**config.mk**
```make
export PLATFORM = sky130hd
export DESIGN_NAME = switch_box_cfg_flat
export DESIGN_NICKNAME = d
export VERILOG_FILES = /design/src/rtl/swbox_pkg.sv /design/src/rtl/switch_box_cfg_if.sv /design/src/rtl/swbox_pin_mux.sv /design/src/rtl/switch_box_cfg.sv /design/src/flat_wrapper.sv
export SDC_FILE = /design/constraint.sdc
export NUM_CORES = 1
export LEC_CHECK = 0
export BUFFER_PORTS_ARGS = -buffer_cell sky130_fd_sc_hd__buf_2
export CORE_MARGIN = 8
export CORE_UTILIZATION = 45
export CTS_CLUSTER_DIAMETER = 150
export DETAILED_ROUTE_END_ITERATION = 6
export GPL_ROUTABILITY_DRIVEN = 1
export GPL_TIMING_DRIVEN = 0
export PLACE_DENSITY = 0.72
export SYNTH_ARGS = -nofsm -noshare
export SYNTH_HDL_FRONTEND = slang
export SYNTH_HIERARCHICAL = 1
export SYNTH_SLANG_ARGS = --single-unit
```
**constraint.sdc**
```tcl
create_clock -name clk -period 2.6 [get_ports clk]
set_clock_uncertainty 0.2 [all_clocks]
set_input_delay 0.39 -clock clk [delete_from_list [all_inputs] [get_ports clk]]
set_output_delay 0.39 -clock clk [all_outputs]
set_load 0.05 [all_outputs]
```
**src/rtl/swbox_pkg.sv**
```systemverilog
// Shared definitions for the serially configured switch box: side codes, FSM states
// and the route-word validity rule.
package swbox_pkg;

  localparam logic [2:0] SIDE_NONE   = 3'd0;
  localparam logic [2:0] SIDE_TOP    = 3'd1;
  localparam logic [2:0] SIDE_RIGHT  = 3'd2;
  localparam logic [2:0] SIDE_BOTTOM = 3'd3;
  localparam logic [2:0] SIDE_LEFT   = 3'd4;

  typedef enum logic [0:0] {
    ST_IDLE  = 1'b0,
    ST_SHIFT = 1'b1
  } state_e;

  // A word routes only if it names a real side and its index fits that side.
  function automatic logic word_valid(input logic [2:0] side, input int idx,
                                      input int ntb, input int nlr);
    logic v;
    case (side)
      SIDE_TOP, SIDE_BOTTOM: v = (idx < ntb);
      SIDE_RIGHT, SIDE_LEFT: v = (idx < nlr);
      default:               v = 1'b0;
    endcase
    return v;
  endfunction

endpackage

```
**src/rtl/switch_box_cfg_if.sv**
```systemverilog
// Serial configuration port of the switch box. cfg_dout exists only when
// SWBOX_READBACK_EN is defined.
interface switch_box_cfg_if;
  logic cfg_en;
  logic cfg_din;
  logic cfg_commit;
  logic cfg_busy;
  logic cfg_done;
  logic cfg_err;
  logic bad_cfg;
`ifdef SWBOX_READBACK_EN
  logic cfg_dout;

  modport master (output cfg_en, cfg_din, cfg_commit,
                  input  cfg_busy, cfg_done, cfg_err, bad_cfg, cfg_dout);
  modport slave  (input  cfg_en, cfg_din, cfg_commit,
                  output cfg_busy, cfg_done, cfg_err, bad_cfg, cfg_dout);
`else
  modport master (output cfg_en, cfg_din, cfg_commit,
                  input  cfg_busy, cfg_done, cfg_err, bad_cfg);
  modport slave  (input  cfg_en, cfg_din, cfg_commit,
                  output cfg_busy, cfg_done, cfg_err, bad_cfg);
`endif
endinterface

```
**src/rtl/swbox_pin_mux.sv**
```systemverilog
// One output pin of the switch box: decodes a {idx, side} word and selects the
// source input bit, reporting whether the word is unusable.
module swbox_pin_mux
  import swbox_pkg::*;
#(
  parameter int NTB  = 5,
  parameter int NLR  = 4,
  parameter int IDXW = 3
) (
  input  logic [IDXW+2:0] i_word,
  input  logic [NTB-1:0]  i_top,
  input  logic [NTB-1:0]  i_bottom,
  input  logic [NLR-1:0]  i_left,
  input  logic [NLR-1:0]  i_right,
  output logic            o_out,
  output logic            o_oe,
  output logic            o_invalid
);

  logic [2:0]      w_side;
  logic [IDXW-1:0] w_idx;
  logic            w_valid;
  logic            w_bit;
  logic [NTB-1:0]  w_top_sh;
  logic [NTB-1:0]  w_bottom_sh;
  logic [NLR-1:0]  w_left_sh;
  logic [NLR-1:0]  w_right_sh;

  assign w_side  = i_word[2:0];
  assign w_idx   = i_word[IDXW+2:3];
  assign w_valid = word_valid(w_side, int'(w_idx), NTB, NLR);

  // Shifting instead of indexing keeps an out-of-range idx harmless; it is masked anyway.
  assign w_top_sh    = i_top    >> w_idx;
  assign w_bottom_sh = i_bottom >> w_idx;
  assign w_left_sh   = i_left   >> w_idx;
  assign w_right_sh  = i_right  >> w_idx;

  always_comb begin
    w_bit = 1'b0;
    case (w_side)
      SIDE_TOP:    w_bit = w_top_sh[0];
      SIDE_RIGHT:  w_bit = w_right_sh[0];
      SIDE_BOTTOM: w_bit = w_bottom_sh[0];
      SIDE_LEFT:   w_bit = w_left_sh[0];
      default:     w_bit = 1'b0;
    endcase
  end

  assign o_out     = w_valid & w_bit;
  assign o_oe      = w_valid;
  assign o_invalid = (w_side != SIDE_NONE) & ~w_valid;

endmodule

```
**src/rtl/switch_box_cfg.sv**
```systemverilog
// Serially configured routing switch box: shift chain into a shadow image, atomic
// commit to the active image, per-pin muxes. Optional readback via SWBOX_READBACK_EN.
module switch_box_cfg
  import swbox_pkg::*;
#(
  parameter int NTB  = 5,
  parameter int NLR  = 4,
  parameter int IDXW = 3
) (
  input  logic              clk,
  input  logic              rst_n,
  input  logic [NTB-1:0]    top_in,
  input  logic [NTB-1:0]    bottom_in,
  input  logic [NLR-1:0]    left_in,
  input  logic [NLR-1:0]    right_in,
  output logic [NTB-1:0]    top_out,
  output logic [NTB-1:0]    top_oe,
  output logic [NTB-1:0]    bottom_out,
  output logic [NTB-1:0]    bottom_oe,
  output logic [NLR-1:0]    left_out,
  output logic [NLR-1:0]    left_oe,
  output logic [NLR-1:0]    right_out,
  output logic [NLR-1:0]    right_oe,
  switch_box_cfg_if.slave   cfg
);

  localparam int NPIN = 2 * NTB + 2 * NLR;
  localparam int WW   = 3 + IDXW;
  localparam int L    = NPIN * WW;
  localparam int CNTW = $clog2(L + 2);
  localparam logic [CNTW-1:0] CNT_ONE  = CNTW'(1);
  localparam logic [CNTW-1:0] CNT_FULL = CNTW'(L);
  localparam logic [CNTW-1:0] CNT_SAT  = CNTW'(L + 1);

  state_e          r_state;
  state_e          w_state_nxt;
  logic [L-1:0]    r_shadow;
  logic [L-1:0]    r_active;
  logic [CNTW-1:0] r_cnt;
  logic            r_err;
  logic            r_done;
  logic [NPIN-1:0] w_out;
  logic [NPIN-1:0] w_oe;
  logic [NPIN-1:0] w_inv;

  always_ff @(posedge clk or negedge rst_n) begin
    if (!rst_n) r_state <= ST_IDLE;
    else        r_state <= w_state_nxt;
  end

  always_comb begin
    w_state_nxt = r_state;
    if (cfg.cfg_commit)  w_state_nxt = ST_IDLE;
    else if (cfg.cfg_en) w_state_nxt = ST_SHIFT;
  end

  always_comb begin
    cfg.cfg_busy = (r_state == ST_SHIFT);
  end

  // Commit wins over shift: it sees the pre-shift count and that cycle's din is dropped.
  always_ff @(posedge clk or negedge rst_n) begin
    if (!rst_n) begin
      r_shadow <= '0;
      r_active <= '0;
      r_cnt    <= '0;
      r_err    <= 1'b0;
      r_done   <= 1'b0;
    end else begin
      r_done <= 1'b0;
      if (cfg.cfg_commit) begin
        r_cnt <= '0;
        if (r_cnt == CNT_FULL) begin
          r_active <= r_shadow;
          r_done   <= 1'b1;
        end else begin
          r_err <= 1'b1;
        end
      end else if (cfg.cfg_en) begin
        r_shadow <= {cfg.cfg_din, r_shadow[L-1:1]};
        if (r_state == ST_IDLE) begin
          r_cnt <= CNT_ONE;
          r_err <= 1'b0;
        end else if (r_cnt != CNT_SAT) begin
          r_cnt <= r_cnt + CNT_ONE;
        end
      end
    end
  end

  assign cfg.cfg_done = r_done;
  assign cfg.cfg_err  = r_err;
`ifdef SWBOX_READBACK_EN
  assign cfg.cfg_dout = r_shadow[0];
`endif

  // Pin p uses active bits [p*WW +: WW]; pins run top, bottom, left, right from bit 0.
  for (genvar p = 0; p < NPIN; p++) begin : g_pin
    swbox_pin_mux #(.NTB(NTB), .NLR(NLR), .IDXW(IDXW)) u_mux (
      .i_word    (r_active[p*WW +: WW]),
      .i_top     (top_in),
      .i_bottom  (bottom_in),
      .i_left    (left_in),
      .i_right   (right_in),
      .o_out     (w_out[p]),
      .o_oe      (w_oe[p]),
      .o_invalid (w_inv[p])
    );
  end

  assign cfg.bad_cfg = |w_inv;

  assign top_out    = w_out[NTB-1:0];
  assign top_oe     = w_oe[NTB-1:0];
  assign bottom_out = w_out[2*NTB-1:NTB];
  assign bottom_oe  = w_oe[2*NTB-1:NTB];
  assign left_out   = w_out[2*NTB+NLR-1:2*NTB];
  assign left_oe    = w_oe[2*NTB+NLR-1:2*NTB];
  assign right_out  = w_out[NPIN-1:2*NTB+NLR];
  assign right_oe   = w_oe[NPIN-1:2*NTB+NLR];

endmodule

```
**src/flat_wrapper.sv**
```systemverilog
// flat-port wrapper written by rule: the top's interface ports become plain ports
module switch_box_cfg_flat import swbox_pkg::*;
#(
  parameter int NTB  = 5,
  parameter int NLR  = 4,
  parameter int IDXW = 3
)
  (clk, rst_n, top_in, bottom_in, left_in, right_in, top_out, top_oe, bottom_out, bottom_oe, left_out, left_oe, right_out, right_oe, cfg_cfg_en, cfg_cfg_din, cfg_cfg_commit, cfg_cfg_busy, cfg_cfg_done, cfg_cfg_err, cfg_bad_cfg);
  switch_box_cfg_if cfg_i ();
  input  logic clk;
  input  logic rst_n;
  input  logic [NTB-1:0] top_in;
  input  logic [NTB-1:0] bottom_in;
  input  logic [NLR-1:0] left_in;
  input  logic [NLR-1:0] right_in;
  output logic [NTB-1:0] top_out;
  output logic [NTB-1:0] top_oe;
  output logic [NTB-1:0] bottom_out;
  output logic [NTB-1:0] bottom_oe;
  output logic [NLR-1:0] left_out;
  output logic [NLR-1:0] left_oe;
  output logic [NLR-1:0] right_out;
  output logic [NLR-1:0] right_oe;
  input wire logic [$bits(cfg_i.cfg_en)-1:0] cfg_cfg_en;
  input wire logic [$bits(cfg_i.cfg_din)-1:0] cfg_cfg_din;
  input wire logic [$bits(cfg_i.cfg_commit)-1:0] cfg_cfg_commit;
  output wire logic [$bits(cfg_i.cfg_busy)-1:0] cfg_cfg_busy;
  output wire logic [$bits(cfg_i.cfg_done)-1:0] cfg_cfg_done;
  output wire logic [$bits(cfg_i.cfg_err)-1:0] cfg_cfg_err;
  output wire logic [$bits(cfg_i.bad_cfg)-1:0] cfg_bad_cfg;
  assign cfg_i.cfg_en = cfg_cfg_en;
  assign cfg_i.cfg_din = cfg_cfg_din;
  assign cfg_i.cfg_commit = cfg_cfg_commit;
  assign cfg_cfg_busy = cfg_i.cfg_busy;
  assign cfg_cfg_done = cfg_i.cfg_done;
  assign cfg_cfg_err = cfg_i.cfg_err;
  assign cfg_bad_cfg = cfg_i.bad_cfg;
  switch_box_cfg #(.NTB(NTB), .NLR(NLR), .IDXW(IDXW)) u_core (.clk(clk), .rst_n(rst_n), .top_in(top_in), .bottom_in(bottom_in), .left_in(left_in), .right_in(right_in), .top_out(top_out), .top_oe(top_oe), .bottom_out(bottom_out), .bottom_oe(bottom_oe), .left_out(left_out), .left_oe(left_oe), .right_out(right_out), .right_oe(right_oe), .cfg(cfg_i));
endmodule
```
; Word-level counts from Yosys, hierarchy flattened
; Cells that the tools add are included.
; W data, S select, Z words.
[totals]
out_inout_bits = 40
in_bits = 23
ff_bits = 226
wordCells = 355
[classes]
n_addsub = 1
muxes = 48
n_shift = 72
eq_ne = 77
reduce_logical = 60
bitwise = 55
order_cmp = 36
[op_table]
columns = cell, n
row1 = $shr A5 B3 Y1, 36
row2 = $shr A4 B3 Y1, 36
row3 = $eq A3 B2 Y1 const B, 36
row4 = $lt A3 B3 Y1 const B, 36
row5 = $pmux W1 S4, 18
row6 = $reduce_or A2 Y1, 36
row7 = $eq A3 B1 Y1 const B, 18
row8 = $eq A3 B3 Y1 const B, 18
row9 = $reduce_bool A3 Y1, 18
row10 = $and A1 B1 Y1, 36
row11 = $pmux W1 S2, 18
row12 = $mux W7, 4
row13 = $not A1 Y1, 19
row14 = $reduce_or A18 Y1, 1
row15 = $mux W1, 8
row16 = $add A7 B1 Y7 const B, 1
row17 = $eq A7 B7 Y1 const B, 1
row18 = $ne A7 B7 Y1 const B, 1
row19 = $reduce_and A2 Y1, 3
row20 = $ne A2 B2 Y1 const B, 2
row21 = $ne A3 B3 Y1 const B, 1
row22 = $reduce_and A3 Y1, 1
row23 = $reduce_bool A2 Y1, 1

; Depth between registers and ports, before layout
[depth]
word_depth = 6
mapped_depth = 9
depth_no_buf = 8

; Cells and area by module
; Netlist, hierarchy kept.
[modules_own_cells]
columns = module, cells_each, seq_area_each_um2, instances, area_each_um2
row1 = switch_box_cfg, 526, 5655.4, 1, 9135.0
row2 = swbox_pin_mux, 48, 0.0, 18, 335.3

; Worst setup path after synthesis
; Ideal clock, no wire load.
[synth_path]
kind = reg2out
start = register u_core.r_active[19]
end = output port cfg_bad_cfg
path_stages_with_launch = 7
arrival_time_ns = 2.344
setup_slack_ns = -0.334
path_buffers = 1
required_time_ns = 2.010
cell_sequence = dfrtp_1 -> buf_6 -> nand2b_1 -> o32a_1 -> o31a_1 -> or4_1 -> or4_1
[synth_between]
elab_chain_len = 6
elab_cells_between_ends = 11
classes_between = eq/ne: 4 / mux: 1 / bitwise: 2 / reduce/logical: 4
[synth_rtl]
columns = item, line
row1 = from (decl), switch_box_cfg.sv:38  ; logic [L-1:0] r_active;
row2 = from (signal assigned), switch_box_cfg.sv:74  ; r_active <= r_shadow;
row3 = $eq A3 B3 Y1 (tied with other cells), swbox_pkg.sv:20  ; case (side)
row4 = $reduce_or A2 Y1, swbox_pkg.sv:20
row5 = $pmux W1 S2, swbox_pkg.sv:20
row6 = $not A1 Y1, swbox_pin_mux.sv:52  ; assign o_invalid = (w_side != SIDE_NONE) & ~w_valid;
row7 = $and A1 B1 Y1 (*), swbox_pin_mux.sv:52
row8 = via u_core.w_inv[3], switch_box_cfg.sv:44  ; logic [NPIN-1:0] w_inv;
row9 = $reduce_or A18 Y1 (*), switch_box_cfg.sv:111  ; assign cfg.bad_cfg = |w_inv;
row10 = to (decl), flat_wrapper.sv:30  ; output wire logic [$bits(cfg_i.bad_cfg)-1:0] cfg_bad_cfg;
; The timed path passes the listed nets; every way through them passes the cells marked *.

; Worst setup path after layout
[layout_path]
start = register u_core.r_active[13]
end = output port cfg_bad_cfg
; Same word-level chain as after synthesis.

==> metrics.md <==
| Metric | Value |
|---|---|
| Nature of the critical path endpoint | `output pin` |
| Setup Crit Path Kind | `reg2out` |
| Cell count along the critical path | `7` |
| Hpwl dp | `about 24,000 µm` |
| Post-layout net count | `between 1,500 and 2,000` |
| H-tree lvl count | `1` |
| # IOs | `63` |
| Met3 usage | `approximately 3.1%` |
| Ys async rst share | `100%` |
| Initial Util | `45.5%` |
| Vias post-DR | `between 10,000 and 15,000` |
| Final setup fails | `19` |
| CTS tree | `built` |
| Top FF cell, synth | `dfrtp_1` |
| Critical Path RT | `2.01 ns` |
| Drt via density | `5.99` |
| DP Cell Count | `roughly 1,900` |
| Post-route setup TNS | `-8.17 ns` |
| Antenna-violating nets left | `0` |
| CP Buf/Inv Count | `2` |
| Reg-to-Reg End | `u_core/r_active[49]$_DFFE_PN0P_` |
| Dpl ws | `-0.727 ns` |
| Synth cell types | `47` |
| Post-Synthesis Cells | `between 1,000 and 1,500` |
| Hold Path Cell Cnt | `3` |
| Ys Warns | `6` |
| Clock-pin slew on the worst setup and hold paths | `around 0.060 ns` |
| Fin worst setup slack | `-0.951 ns` |
| Pins Over Slew Limit | `0` |
| Fin crit period | `around 3.6 ns` |
| P&R area growth vs syn | `23.3%` |
| Static Leak | `0.00847 µW` |
| Layout Utilization | `between 50 and 60%` |
| Longest Clk Path Bufs | `3` |
| Worst skew pair latency | `around 0.53 ns` |
| RSZ-0062 raised after global routing | `yes` |
| Worst r2r src | `u_core/r_cnt[4]$_DFFE_PN0P_` |
| Synthesized Nets | `between 1,000 and 1,500` |
| Seq cells post-synth | `between 200 and 250` |
| Final instance area | `approximately 19,000 µm²` |
| IO buf count | `61` |
| Vert. Die Dim | `around 200 µm` |
| Worst Hold Launch | `cfg_cfg_en` |
| Cell repeated most along the worst path | `or4_4` |
| Pwr dens | `around 430 nW/µm²` |
| Hold Crit Endpoint | `u_core/cfg.cfg_busy$_DFFE_PN0P_` |
| Final period util | `137%` |
| First-pass GRT wire length | `around 60,000 µm` |
| Commonest non-fill, non-tap cells in the layout | `dfrtp_1 (217), mux2_4 (118), mux2_2 (116)` |
| Cts bufs inserted | `25` |
| Syn Std Cell Area | `between 15,000 and 20,000 µm²` |
| Die X | `between 150 and 200 µm` |
| Status | `complete, but fails checks` |
| Largest net degree at the start of global routing | `around 120` |
| Residual DRC | `0` |
| DRT Pass-1 Iters | `6` |
| Drt wl/cell | `between 15 and 20 µm` |
| Number of synthesized flops with an enable pin | `0` |
| Detailed Route Iter0 Violations | `around 1,100` |
| Syn avg cell area | `10.9 µm²` |
| Share of post-route cells with drive strength above 1 | `between 40 and 50%` |
| Maximum fanout along the worst path | `6` |
| Crit-path cells | `buf_6, nand2b_4, o32a_1, o31a_1, or4_4, or4_4, buf_8` |
| Worst-Margin Slew | `~0.94 ns` |
| Family with the most delay on the worst path | `simple AND/OR/NAND/NOR gates` |
| Slew HR | `a little under two fifths` |
| FMAX | `~0.28 GHz` |
| Clock Sinks | `226` |
| Routability cong. | `~0.87` |
| Full die area | `39,800 µm²` |
| Register-to-register setup slack | `~0.64 ns` |
| Antenna violations before repair | `0` |
| Failing checks | `negative setup slack` |
| GRT Max-Usage Layer | `met2` |
| Final Hold Fails | `0` |
| WP data arrival | `about 3 ns` |
| Max_cap viols | `0` |
| Vias in the first global route | `11,500` |
| Met2 usage | `approximately 31%` |
| Max incr delay on CP | `0.56 ns` |
| Routed wire length | `just over 40,000 µm` |
| Root buffer cell | `clkbuf_16` |
| Met1 Track Usage GR | `25.1%` |
| Most common cell after layout, fill and taps aside | `dfrtp_1` |
| GRT Residual Overflow | `0` |
| Rows | `between 60 and 70` |
| Seq/Total Area, Yosys | `37.3%` |
| DP Area | `16,100 µm²` |
| Type of the tightest min-delay check | `in2reg` |
| Post-route insts no fill | `2,030` |
| Register-to-Register Path Depth | `5` |
| CP max stage cell | `or4_4` |
| Total track usage | `a little under a fifth` |
| CORE AREA | `33,400 µm²` |
| Crit start category | `register` |
| Max VDD drop | `a little over 0.4 mV` |
-- worst max-delay path by stage --
stage / from / endpoint / slack, ns
final: u_core/r_active[13]$_DFFE_PN0P_ / cfg_bad_cfg / -0.95
after global routing: u_core/r_active[18]$_DFFE_PN0P_ / cfg_bad_cfg / -1.01
after CTS: u_core/r_active[79]$_DFFE_PN0P_ / cfg_bad_cfg / -0.95
after detailed placement: u_core/r_active[72]$_DFFE_PN0P_ / cfg_bad_cfg / -0.73
after global placement: rst_n / u_core/r_shadow[78]$_DFFE_PN0P_ / -2.81
after floorplan: u_core/r_active[19]$_DFFE_PN0P_ / cfg_bad_cfg / -0.14
-- what timing repair did --
item                                    4_1_cts  5_1_grt
gates resized for setup                     117      163
endpoints found under the setup margin       35       37
buffers inserted                             31       60
hold buffers                                  3        0
pin swaps                                    27       67
hold endpoints to repair                    111        0
-- state kept, by name, indices dropped and copies added (netlist names) --
signal / flops
u_core/r_active: 108
u_core/r_shadow: 108
u_core/r_cnt: 7
u_core/cfg.cfg_busy: 1
u_core/cfg.cfg_done: 1
u_core/cfg.cfg_err: 1
-- worst reg2reg max path, cell delays in order, from the launching register on --
cell,delay (ns)
dfrtp_1,0.43
and4b_1,0.29
and3_4,0.21
buf_12,0.21
buf_12,0.19
mux2_4,0.31
-- power by group --
| part | switching (µW) | internal (µW) |
|---|---|---|
| logic | 399 | 244 |
| clock network | 1410 | 2300 |
| registers | 91.2 | 3640 |
-- cells in the mapped netlist, drive strengths merged (20+ instances only) --
cell type    n  area share (%)
a211oi      55             3.3
nand2b      37             2.4
mux2       252              22
buf         78             5.2
o2111ai     20             1.2
inv         79             2.0
nor2        74             1.8
a21oi       94             3.1
dfrtp      226              37
nand2      113             2.8
o21ai       20            0.66
nor2b       55             2.3
a22oi       36             1.8
mux2i       39             2.6
-- per-layer routing --
layer	vias to the layer above	part of all wire, %
li1	5482	-
met1	6036	41
met2	536	48
met3	109	7.8
met4	0	3.2
met5	-	0
-- logic make-up after synthesis --
family | after synthesis | share of synthesized area [%]
AO/OA/AOI/OAI | 356 | 17.4
AND/OR/NAND/NOR | 320 | 11.4
multiplexers | 291 | 24.2
flip-flops | 226 | 37.3
buffers and inverters | 176 | 7.60
XOR/XNOR | 18 | 1.93
adder cells (fa/ha/maj) | 3 | 0.247
-- area by class of cell --
cell class / count / area [µm²]
well taps: 448 / 561
inverters: 79 / 299
plain buffers: 94 / 885
multi-input cells: 988 / 9100
clock inverters: 9 / 155
clock buffers: 35 / 713
diodes: 1 / 2.50
fillers: 2753 / 14700
repair buffers: 150 / 1320
flip-flops and latches: 226 / 5670
-- per-stage QoR --
stage | power (µW) | hold slack [ns]
floorplan | 4090 | -0.106
global placement | 4380 | 0.290
detailed placement | 4410 | 0.288
CTS | 8160 | 0.0126
global route | 8420 | 0.0302
finish | 8090 | 0.0336
No activity file was read; power rests on OpenSTA's default activity.
